[src/rtl/intr_pkg.sv]
// Shared definitions for the parameterised interrupt controller: one-hot FSM
// encodings and register-map offsets relative to N_INTR.
package intr_pkg;

  typedef enum logic [2:0] {
    IDLE  = 3'b001,
    ARB   = 3'b010,
    SERVE = 3'b100
  } intr_state_e;

  localparam int ENABLE_OFS = 0;
  localparam int EDGE_OFS   = 1;
  localparam int PEND_OFS   = 2;

endpackage

[src/rtl/intr_prio_arb.sv]
// Combinational priority arbiter: highest PRIO value wins among eligible
// sources, ties resolved toward the lowest id.
module intr_prio_arb #(
  parameter int N_INTR = 16,
  parameter int PRIO_W = 4
) (
  input  logic [N_INTR-1:0]        eligible,
  input  logic [N_INTR*PRIO_W-1:0] prio_flat,
  output logic [$clog2(N_INTR)-1:0] win_id,
  output logic                     any_valid
);

  localparam int ID_W = $clog2(N_INTR);

  logic [PRIO_W-1:0] best_prio;

  // Strict '>' keeps the earlier (lower) id on equal priority.
  always_comb begin
    win_id    = '0;
    any_valid = 1'b0;
    best_prio = '0;
    for (int i = 0; i < N_INTR; i++) begin
      if (eligible[i] && (!any_valid || (prio_flat[i*PRIO_W +: PRIO_W] > best_prio))) begin
        win_id    = ID_W'(i);
        any_valid = 1'b1;
        best_prio = prio_flat[i*PRIO_W +: PRIO_W];
      end
    end
  end

endmodule

[src/rtl/intr_ctrl_param.sv]
// APB-programmable interrupt controller: per-source priority, enable and
// level/edge mode, with an IDLE/ARB/SERVE handshake toward a service agent.
module intr_ctrl_param
  import intr_pkg::*;
#(
  parameter int N_INTR = 16,
  parameter int PRIO_W = 4,
  parameter int DATA_W = 32,
  parameter int ADDR_W = 6
) (
  input  logic                      pclk,
  input  logic                      prst_n,
  input  logic                      psel,
  input  logic                      penable,
  input  logic                      pwrite,
  input  logic [ADDR_W-1:0]         paddr,
  input  logic [DATA_W-1:0]         pwdata,
  output logic [DATA_W-1:0]         prdata,
  output logic                      pready,
  output logic                      pslverr,
  input  logic [N_INTR-1:0]         intr_active,
  output logic [$clog2(N_INTR)-1:0] intr_to_service,
  output logic                      intr_valid,
  input  logic                      intr_serviced
);

  localparam int ID_W        = $clog2(N_INTR);
  localparam int ENABLE_ADDR = N_INTR + ENABLE_OFS;
  localparam int EDGE_ADDR   = N_INTR + EDGE_OFS;
  localparam int PEND_ADDR   = N_INTR + PEND_OFS;
  localparam int N_REGS      = PEND_ADDR + 1;

  logic [PRIO_W-1:0]        prio_q [N_INTR];
  logic [N_INTR*PRIO_W-1:0] prio_flat;
  logic [N_INTR-1:0]        enable_q, edge_q, edge_pend_q, prev_q;
  logic [N_INTR-1:0]        pending, eligible, rise, w1c, svc_mask, edge_pend_d;
  logic [DATA_W-1:0]        rd_data;
  logic [ID_W-1:0]          win_id, id_q;
  logic                     any_valid, valid_q, addr_ok, wr_en, svc_done;
  logic                     unused_bits;
  intr_state_e              state_q;
  int                       addr_i;

  assign addr_i  = int'(paddr);
  assign addr_ok = (addr_i < N_REGS);
  assign wr_en   = psel & penable & pwrite & addr_ok;
  assign pready  = prst_n & psel & penable;
  assign pslverr = pready & ~addr_ok;
  assign unused_bits = ^pwdata;

  assign pending  = (edge_q & edge_pend_q) | (~edge_q & intr_active);
  assign eligible = pending & enable_q;

  // Edge pending: set beats clear when both land on the same bit.
  assign svc_done    = (state_q == SERVE) & intr_serviced;
  assign svc_mask    = svc_done ? (N_INTR'(1) << id_q) : '0;
  assign w1c         = (wr_en && addr_i == PEND_ADDR) ? pwdata[N_INTR-1:0] : '0;
  assign rise        = intr_active & ~prev_q & edge_q;
  assign edge_pend_d = (edge_pend_q & ~(w1c | svc_mask)) | rise;

  always_comb begin
    prio_flat = '0;
    for (int i = 0; i < N_INTR; i++) prio_flat[i*PRIO_W +: PRIO_W] = prio_q[i];
  end

  always_comb begin
    rd_data = '0;
    if (addr_i == ENABLE_ADDR)    rd_data[N_INTR-1:0] = enable_q;
    else if (addr_i == EDGE_ADDR) rd_data[N_INTR-1:0] = edge_q;
    else if (addr_i == PEND_ADDR) rd_data[N_INTR-1:0] = pending;
    else begin
      for (int i = 0; i < N_INTR; i++)
        if (addr_i == i) rd_data[PRIO_W-1:0] = prio_q[i];
    end
  end

  assign prdata = (prst_n && psel && !pwrite && addr_ok) ? rd_data : '0;

  always_ff @(posedge pclk or negedge prst_n) begin
    if (!prst_n) begin
      for (int i = 0; i < N_INTR; i++) prio_q[i] <= '0;
      enable_q    <= '1;
      edge_q      <= '0;
      edge_pend_q <= '0;
      prev_q      <= '0;
    end else begin
      prev_q      <= intr_active;
      edge_pend_q <= edge_pend_d;
      if (wr_en) begin
        for (int i = 0; i < N_INTR; i++)
          if (addr_i == i) prio_q[i] <= pwdata[PRIO_W-1:0];
        if (addr_i == ENABLE_ADDR) enable_q <= pwdata[N_INTR-1:0];
        if (addr_i == EDGE_ADDR)   edge_q   <= pwdata[N_INTR-1:0];
      end
    end
  end

  intr_prio_arb #(.N_INTR(N_INTR), .PRIO_W(PRIO_W)) u_arb (
    .eligible  (eligible),
    .prio_flat (prio_flat),
    .win_id    (win_id),
    .any_valid (any_valid)
  );

  // If the request vanished between IDLE and ARB, fall back to IDLE.
  always_ff @(posedge pclk or negedge prst_n) begin
    if (!prst_n) begin
      state_q <= IDLE;
      id_q    <= '0;
      valid_q <= 1'b0;
    end else begin
      case (state_q)
        IDLE: if (|eligible) state_q <= ARB;
        ARB: begin
          if (any_valid) begin
            id_q    <= win_id;
            valid_q <= 1'b1;
            state_q <= SERVE;
          end else begin
            state_q <= IDLE;
          end
        end
        SERVE: begin
          if (intr_serviced) begin
            valid_q <= 1'b0;
            state_q <= IDLE;
          end
        end
        default: begin
          valid_q <= 1'b0;
          state_q <= IDLE;
        end
      endcase
    end
  end

  assign intr_to_service = id_q;
  assign intr_valid      = valid_q;

endmodule
[config.mk]
export PLATFORM = sky130hd
export DESIGN_NAME = intr_ctrl_param
export DESIGN_NICKNAME = d
export VERILOG_FILES = /design/src/rtl/intr_pkg.sv /design/src/rtl/intr_prio_arb.sv /design/src/rtl/intr_ctrl_param.sv
export SDC_FILE = /design/constraint.sdc
export NUM_CORES = 1
export LEC_CHECK = 0
export CAP_MARGIN = 10
export CORE_UTILIZATION = 53
export DETAILED_ROUTE_END_ITERATION = 10
export PLACE_DENSITY = 0.78
export SLEW_MARGIN = 40
export SYNTH_ARGS = -nofsm -noshare
export SYNTH_HDL_FRONTEND = slang
export SYNTH_HIERARCHICAL = 1
export SYNTH_SLANG_ARGS = --single-unit
export TNS_END_PERCENT = 50
[constraint.sdc]
create_clock -name pclk -period 22.2 [get_ports pclk]
set_clock_uncertainty 0.15 [all_clocks]
set_input_delay 4.44 -clock pclk [delete_from_list [all_inputs] [get_ports pclk]]
set_output_delay 4.44 -clock pclk [all_outputs]
set_load 0.02 [all_outputs]
* Word level (Yosys, flattened, before mapping)
Index checks and enable logic that the tools add are counted.
** Storage, ports and cells
- Flip-flop bits (word level) :: 136
** Operators by class
- Reduce and logical (&&, ||, !) cells :: 73
- Bitwise logic cells :: 21
- Equality and inequality tests :: 24
- Shift operators :: 1
- Magnitude comparators :: 16
- Multiplexer cells :: 76
** Operator list (count)
- $mux W4 :: 40
- $and A16 B16 Y16 :: 6
- $mux W16 :: 5
- $gt A4 B4 Y1 :: 15
- $eq A6 B5 Y1 const B :: 8
- $not A16 Y16 :: 3
- $or A16 B16 Y16 :: 3
- $reduce_and A2 Y1 :: 20
- $logic_not A32 Y1 :: 1
- $eq A6 B4 Y1 const B :: 4
- $mux W3 :: 7
- $logic_and A1 B1 Y1 :: 19
- $mux W1 :: 19
- $eq A6 B6 Y1 const B :: 3
- $logic_not A1 Y1 :: 16
- $reduce_or A16 Y1 :: 1
- $shl A1 B4 Y16 const A :: 1
- $logic_or A1 B1 Y1 :: 15
- $eq A6 B3 Y1 const B :: 2
- $mux W12 :: 1
- $pmux W3 S3 :: 1
- $and A1 B1 Y1 :: 7
- $eq A6 B2 Y1 const B :: 1
- $lt A6 B5 Y1 const B :: 1
- 8 further kinds :: 12

* Logic depth before layout (Yosys ltp)
- Word-level depth :: 67
- Depth in mapped cells :: 124
- Mapped depth without buffers :: 121

* By module
The synthesis kept the hierarchy.
** Modules (own cells, without submodules)
- intr_ctrl_param :: cells an instance 650, area an instance 7126.8 µm², instances 1
- intr_prio_arb :: cells an instance 491, area an instance 3394.5 µm², instances 1

* Worst setup path after synthesis
OpenSTA, ideal clock, no wires.
- Path kind :: input port to flip-flop
- Start point :: in intr_active[0]
- End point :: reg id_q[3] (netlist: intr_to_service[3])
- Path buffers :: 4
- Library setup time :: 125 ps
- Cell stages on the path :: 118
- Data arrival time :: 26712 ps
- Setup slack :: -4786 ps
- Cells stage by stage :: mux2i_1 > nor2_1 > buf_2 > nand2_1 > ha_1 > a21oi_1 > nand2_1 > o2111a_1 > or2_2 > ha_1 > nand2_1 > o31a_1 > o21a_4 > o31ai_1 > ha_1 > and3b_1 > a2111oi_1 > o21ai_1 > (+82 left out) > nand2b_1 > a21oi_1 > a41o_1 > o21ai_0 > nand2_1 > o21a_1 > a22oi_1 > ha_1 > nor2b_1 > o21ai_0 > nand2b_1 > a21oi_1 > a41oi_1 > o21ai_0 > and2_1 > nand2_1 > or3_1 > mux2_2
** On the way
- Elaborated cells on any way between the ends :: 103
- Those cells by class :: 15 x order compare; 39 x mux; 3 x bitwise; 46 x reduce/logical
** RTL lines
- start, declared :: line intr_ctrl_param.sv:21 : input logic [N_INTR-1:0] intr_active,
- $and A16 B16 Y16 (*) :: line intr_ctrl_param.sv:51 : assign pending = (edge_q & edge_pend_q) | (~edge_q & intr_active);
- $or A16 B16 Y16 (*) :: line intr_ctrl_param.sv:51
- $and A16 B16 Y16 (*) :: line intr_ctrl_param.sv:52 : assign eligible = pending & enable_q;
- named net eligible[0] :: line intr_ctrl_param.sv:36 : logic [N_INTR-1:0] pending, eligible, rise, w1c, svc_mask, edge_pend_d;
- $mux W4 or $mux W1 (tied branches) :: line intr_prio_arb.sv:23 : if (eligible[i] && (!any_valid || (prio_flat[i*PRIO_W +: PRIO_W] > best_prio))) begin
- $gt A4 B4 Y1 or $logic_not A1 Y1 (tied branches) :: line intr_prio_arb.sv:23
- $logic_or A1 B1 Y1 :: line intr_prio_arb.sv:23
- $logic_and A1 B1 Y1 :: line intr_prio_arb.sv:23
- (+50 left out)
- $logic_or A1 B1 Y1 :: line intr_prio_arb.sv:23
- $logic_and A1 B1 Y1 :: line intr_prio_arb.sv:23
- $mux W4 or $mux W1 (tied branches) :: line intr_prio_arb.sv:23
- $gt A4 B4 Y1 or $logic_not A1 Y1 (tied branches) :: line intr_prio_arb.sv:23
- $logic_or A1 B1 Y1 :: line intr_prio_arb.sv:23
- $logic_and A1 B1 Y1 :: line intr_prio_arb.sv:23
- $mux W4 (*) :: line intr_prio_arb.sv:23
- named net win_id[3] :: line intr_ctrl_param.sv:38 : logic [ID_W-1:0] win_id, id_q;
- end signal, assigned :: line intr_ctrl_param.sv:116 : id_q <= win_id;
- end, declared :: line intr_ctrl_param.sv:38
Mark *: on every way through the listed nets, which the timed path passes. The rest lies on a longest branch.
A chain may end at the register's enable or synchronous reset.

* Final worst setup path
Same ends and word-level chain as after synthesis.

==> metrics.log <==
[metrics] synthesized flop and latch total: 136
[metrics] Final HPWL DP: 23,100 um
[metrics] Die W: around 140 um
[metrics] iteration count of the initial detailed-routing pass: 5
[metrics] largest family of logic cells by synthesized area: compound AO/OA/AOI/OAI gates
[metrics] global router's overall resource usage: 34.7%
[metrics] number of nets in the finished design: around 1,500
[metrics] combinational fraction of design power: 19.2%
[metrics] final antenna-violating net count: 0
[metrics] Crit path max-delay family: compound AO/OA/AOI/OAI gates
[metrics] via count of the first global-routing pass: 10,300
[metrics] failing checks: negative setup slack
[metrics] Worst Path Arrival: 26.27 ns
[metrics] Area Overhead vs Synth: 41.5%
[metrics] Sinks on Clock Net: 136
[metrics] Clk Latency, worst-skew pair: about 0.43 ns
[metrics] post-layout min period: between 20 and 30 ns
[metrics] routed wire length per instance: about 22 um
[metrics] Yosys cell types: 104
[metrics] cell at the slowest stage of the critical path: sky130_fd_sc_hd__or4_4
[metrics] number of buffer and inverter instances along the worst setup path: 13
[metrics] relative contribution of the clock network to total power: 42.8%
[metrics] critical path startpoint category: input pin
[metrics] P_leak: 0.00655 uW
[metrics] transition time at the pin with the least slew margin: 0.927 ns
[metrics] number of DRC markers in iteration 0: roughly 1,200
[metrics] number of failing hold endpoints at the final stage: 0
[metrics] multiplexer area fraction after synthesis: 14.0%
[metrics] register area share after synthesis: 32.5%
[metrics] Max FO, Critical Path: 7
[metrics] timing-limited maximum frequency: 38.3 MHz
[metrics] pwr dens: about 48 mW/mm2
[metrics] simple-gate portion of the synthesized area: around 18%
[metrics] area of the die: 0.0204 mm2
[metrics] number of standard cells after synthesis: 1,141
[metrics] worst min path class: register to register
[metrics] global-route congestion overflow total: 0
[metrics] number of placed instances, taps included: roughly 1,600
[metrics] largest net degree at the start of global routing: 83
[metrics] clock tree from TritonCTS: yes
[metrics] RePlAce Congestion: approximately 0.9
[metrics] Reg clk slew, reported paths: 0.06 ns
[metrics] buffers from clock root to sink, at most: 2
[metrics] Final WS setup: -3.91 ns
[metrics] Top cell by count, worst path: sky130_fd_sc_hd__a21oi_2
[metrics] share of synthesized registers carrying an async set or reset: 100%
[metrics] pins over their slew limit: 0
[metrics] Yosys warnings: 6
[metrics] cell-internal power: 512 uW
[metrics] H-tree levels: 4
[metrics] area of the placeable core: 0.0195 mm2
[metrics] mean area per synthesized cell: 9.22 um2
[metrics] unrepaired setup endpoints after global routing: yes
[metrics] arithmetic-cell share of the synthesized area counting full adders, half adders and majority gates: 6.29%
[metrics] drc violations: 0
[metrics] Ant. Diodes: 0
[metrics] normalized max-slew margin: approximately two fifths
[metrics] kind of critical path: input pin to register
[metrics] endpoint kind of the worst setup timing path: register
[metrics] number of buffers inserted by hold repair at cts: 0
[metrics] Req. time, crit path: 22.36 ns
[metrics] final critical-path share of the clock period: 118%
[metrics] Final Routed Wirelength: 37,600 um
[metrics] endpoints failing setup: 4
[metrics] sw frac: 28.1%
[metrics] starting utilization of the core area: between 50% and 60%
[metrics] area occupied by multi-input gates: 0.00776 mm2
[metrics] footprint of the flip-flops and latches: 0.00342 mm2
[metrics] result of the run: finished, violations left
[metrics] switching power: 200 uW
[metrics] Die Y-Extent: 143 um
[metrics] CTS root buffer: sky130_fd_sc_hd__clkbuf_16
[metrics] I/O pin total: 99
[metrics] site row count: 51
[metrics] number of antenna violations at the first check in global routing: 0
[metrics] share of layout cells above drive strength 1: 42.2%
[metrics] xor and xnor area share after synthesis: 0%
[metrics] Cell Area, Synth: 0.0105 mm2
[metrics] via count normalized by instance count: 6.59
[metrics] total of max-cap violations: 0
[metrics] worst-case vdd ir drop: 53.3 uV
[metrics] synthesized-area fraction occupied by ao, oa, aoi and oai cells: 24.4%
[metrics] Reg power frac: between 30 and 40%
[metrics] buffers added on ports: 66
[metrics] Vias: 11,195
[metrics] final hold slack: 0.261 ns
[metrics] CTS buffer count: 17
[metrics] Main synth FF type: sky130_fd_sc_hd__dfrtp_1
[metrics] number of synthesized flops with an enable pin: 0
[metrics] fin cells: roughly 1,700
[metrics] fillcell total: 1,108
[metrics] global-route wire length before repair: 54,600 um
[metrics] CP peak stage delay: 0.49 ns
==> kinds of logic (layout without fill, tap and decap cells) <==
group                      Yosys count  after routing
and+or+nand+nor                    348            348
other                                1             16
muxes                              129            129
buffers and inverters              118            397
DFF                                136            136
adders and majority gates           53             53
AOI/OAI and AO/OA                  356            356
==> per-stage QoR <==
step	setup slack (ns)	setup TNS [ns]	util, %	cell area (um2)	total power [uW]
finish	-3.91	-14.81	76.5	14900	711
global route	-4.70	-18.00	76.5	14900	732
CTS	-2.86	-10.55	72.8	14200	692
detailed placement	-4.27	-16.26	65.8	12800	380
global placement	-3.87	-14.65	65.8	12800	377
floorplan	-2.86	-10.42	-	11000	339
==> sequential cells by signal, indices dropped and copies added, names as in the netlist <==
name / count
enable_q: 16
edge_q: 16
prev_q: 16
intr_valid: 1
state_q: 3
intr_to_service: 4
prio_flat: 64
edge_pend_q: 16
==> timing repair <==
action	CTS	global route
gates resized for setup	77	84
pin swaps	88	85
buffers inserted	52	35
setup endpoints to repair	4	4
==> cell type report <==
cell class / instances / share of cell area, %
clock buffers: 19 / 2.91
multi-input cells: 902 / 52.1
repair buffers: 310 / 17.1
clock inverters: 13 / 1.29
well taps: 265 / 2.23
flip-flops and latches: 136 / 23.0
inverters: 55 / 1.39
==> placed cells by master (no fill, tap or decap), drive strengths merged, types with 6 or more instances in the layout <==
master / netlist / routed
clkdlybuf4s50: 0 / 59
a211oi: 12 / 12
nor3: 19 / 19
mux2i: 24 / 24
nand4: 7 / 7
nand3: 25 / 25
a31o: 8 / 8
conb: 1 / 16
ha: 52 / 52
dfrtp: 119 / 119
or2: 11 / 11
o311ai: 6 / 6
a21o: 6 / 6
o21ai: 73 / 73
nor4: 8 / 8
a221oi: 6 / 6
mux2: 104 / 104
o31ai: 13 / 13
nor2b: 25 / 25
buf: 32 / 251
o21a: 13 / 13
a22oi: 8 / 8
a2111oi: 13 / 13
a211o: 9 / 9
a21boi: 13 / 13
nand2b: 22 / 22
clkbuf: 31 / 19
dfstp: 17 / 17
nor2: 62 / 62
a31oi: 12 / 12
or3: 9 / 9
nand2: 99 / 99
a21oi: 61 / 61
a32oi: 7 / 7
and3: 21 / 21
and2: 11 / 11
o22ai: 27 / 27
inv: 54 / 59
o211ai: 24 / 24
==> final timing paths <==
path / startpoint / end / slack, ns / depth (start not counted)
worst min register to register: prev_q[1] / edge_pend_q[1] / 0.26 / 1
worst max-delay path: intr_active[0] / intr_to_service[3] / -3.91 / 125
max in group asynchronous: prst_n / edge_pend_q[7] / 16.83 / 3
min in group asynchronous: prst_n / edge_pend_q[14] / 3.71 / 1
worst max register to register: edge_q[0] / intr_to_service[3] / -0.44 / 124
worst min-delay path: prev_q[1] / edge_pend_q[1] / 0.26 / 1
==> cell usage after synthesis, types with 18 or more instances <==
library cell	count	area share [%]
sky130_fd_sc_hd__dfrtp_1	119	28
sky130_fd_sc_hd__nand2_1	98	3.5
sky130_fd_sc_hd__mux2_2	93	10
sky130_fd_sc_hd__o21ai_0	68	3.2
sky130_fd_sc_hd__nor2_1	61	2.2
sky130_fd_sc_hd__a21oi_1	60	2.9
sky130_fd_sc_hd__inv_1	54	1.9
sky130_fd_sc_hd__ha_1	52	6.2
sky130_fd_sc_hd__clkbuf_1	31	1.1
sky130_fd_sc_hd__o22ai_1	27	1.6
sky130_fd_sc_hd__nand3_1	25	1.2
sky130_fd_sc_hd__nor2b_1	25	1.5
sky130_fd_sc_hd__mux2i_1	24	2.3
sky130_fd_sc_hd__o211ai_1	23	1.6
sky130_fd_sc_hd__nand2b_1	22	1.3
sky130_fd_sc_hd__and3_1	21	1.2
sky130_fd_sc_hd__nor3_1	18	0.86
==> power by group through the flow <==
stage                     logic (uW)  clock network [uW]  registers (uW)
after floorplan                 69.0                   0             270
after global placement           104                   0             272
after detailed placement         107                   0             273
after CTS                        119                 304             269
after global routing             146                 316             271
final                            137                 305             270
==> metal layers <==
metal / up-vias / wire, um / track usage (%)
met4: 0 / 1540 / 14.6
li1: 4868 / - / -
met3: 144 / 3140 / 4.73
met1: 5511 / 14500 / 45.2
met2: 672 / 18400 / 57.9
met5: - / 0 / 0
Power figures use the tool's default switching activity.
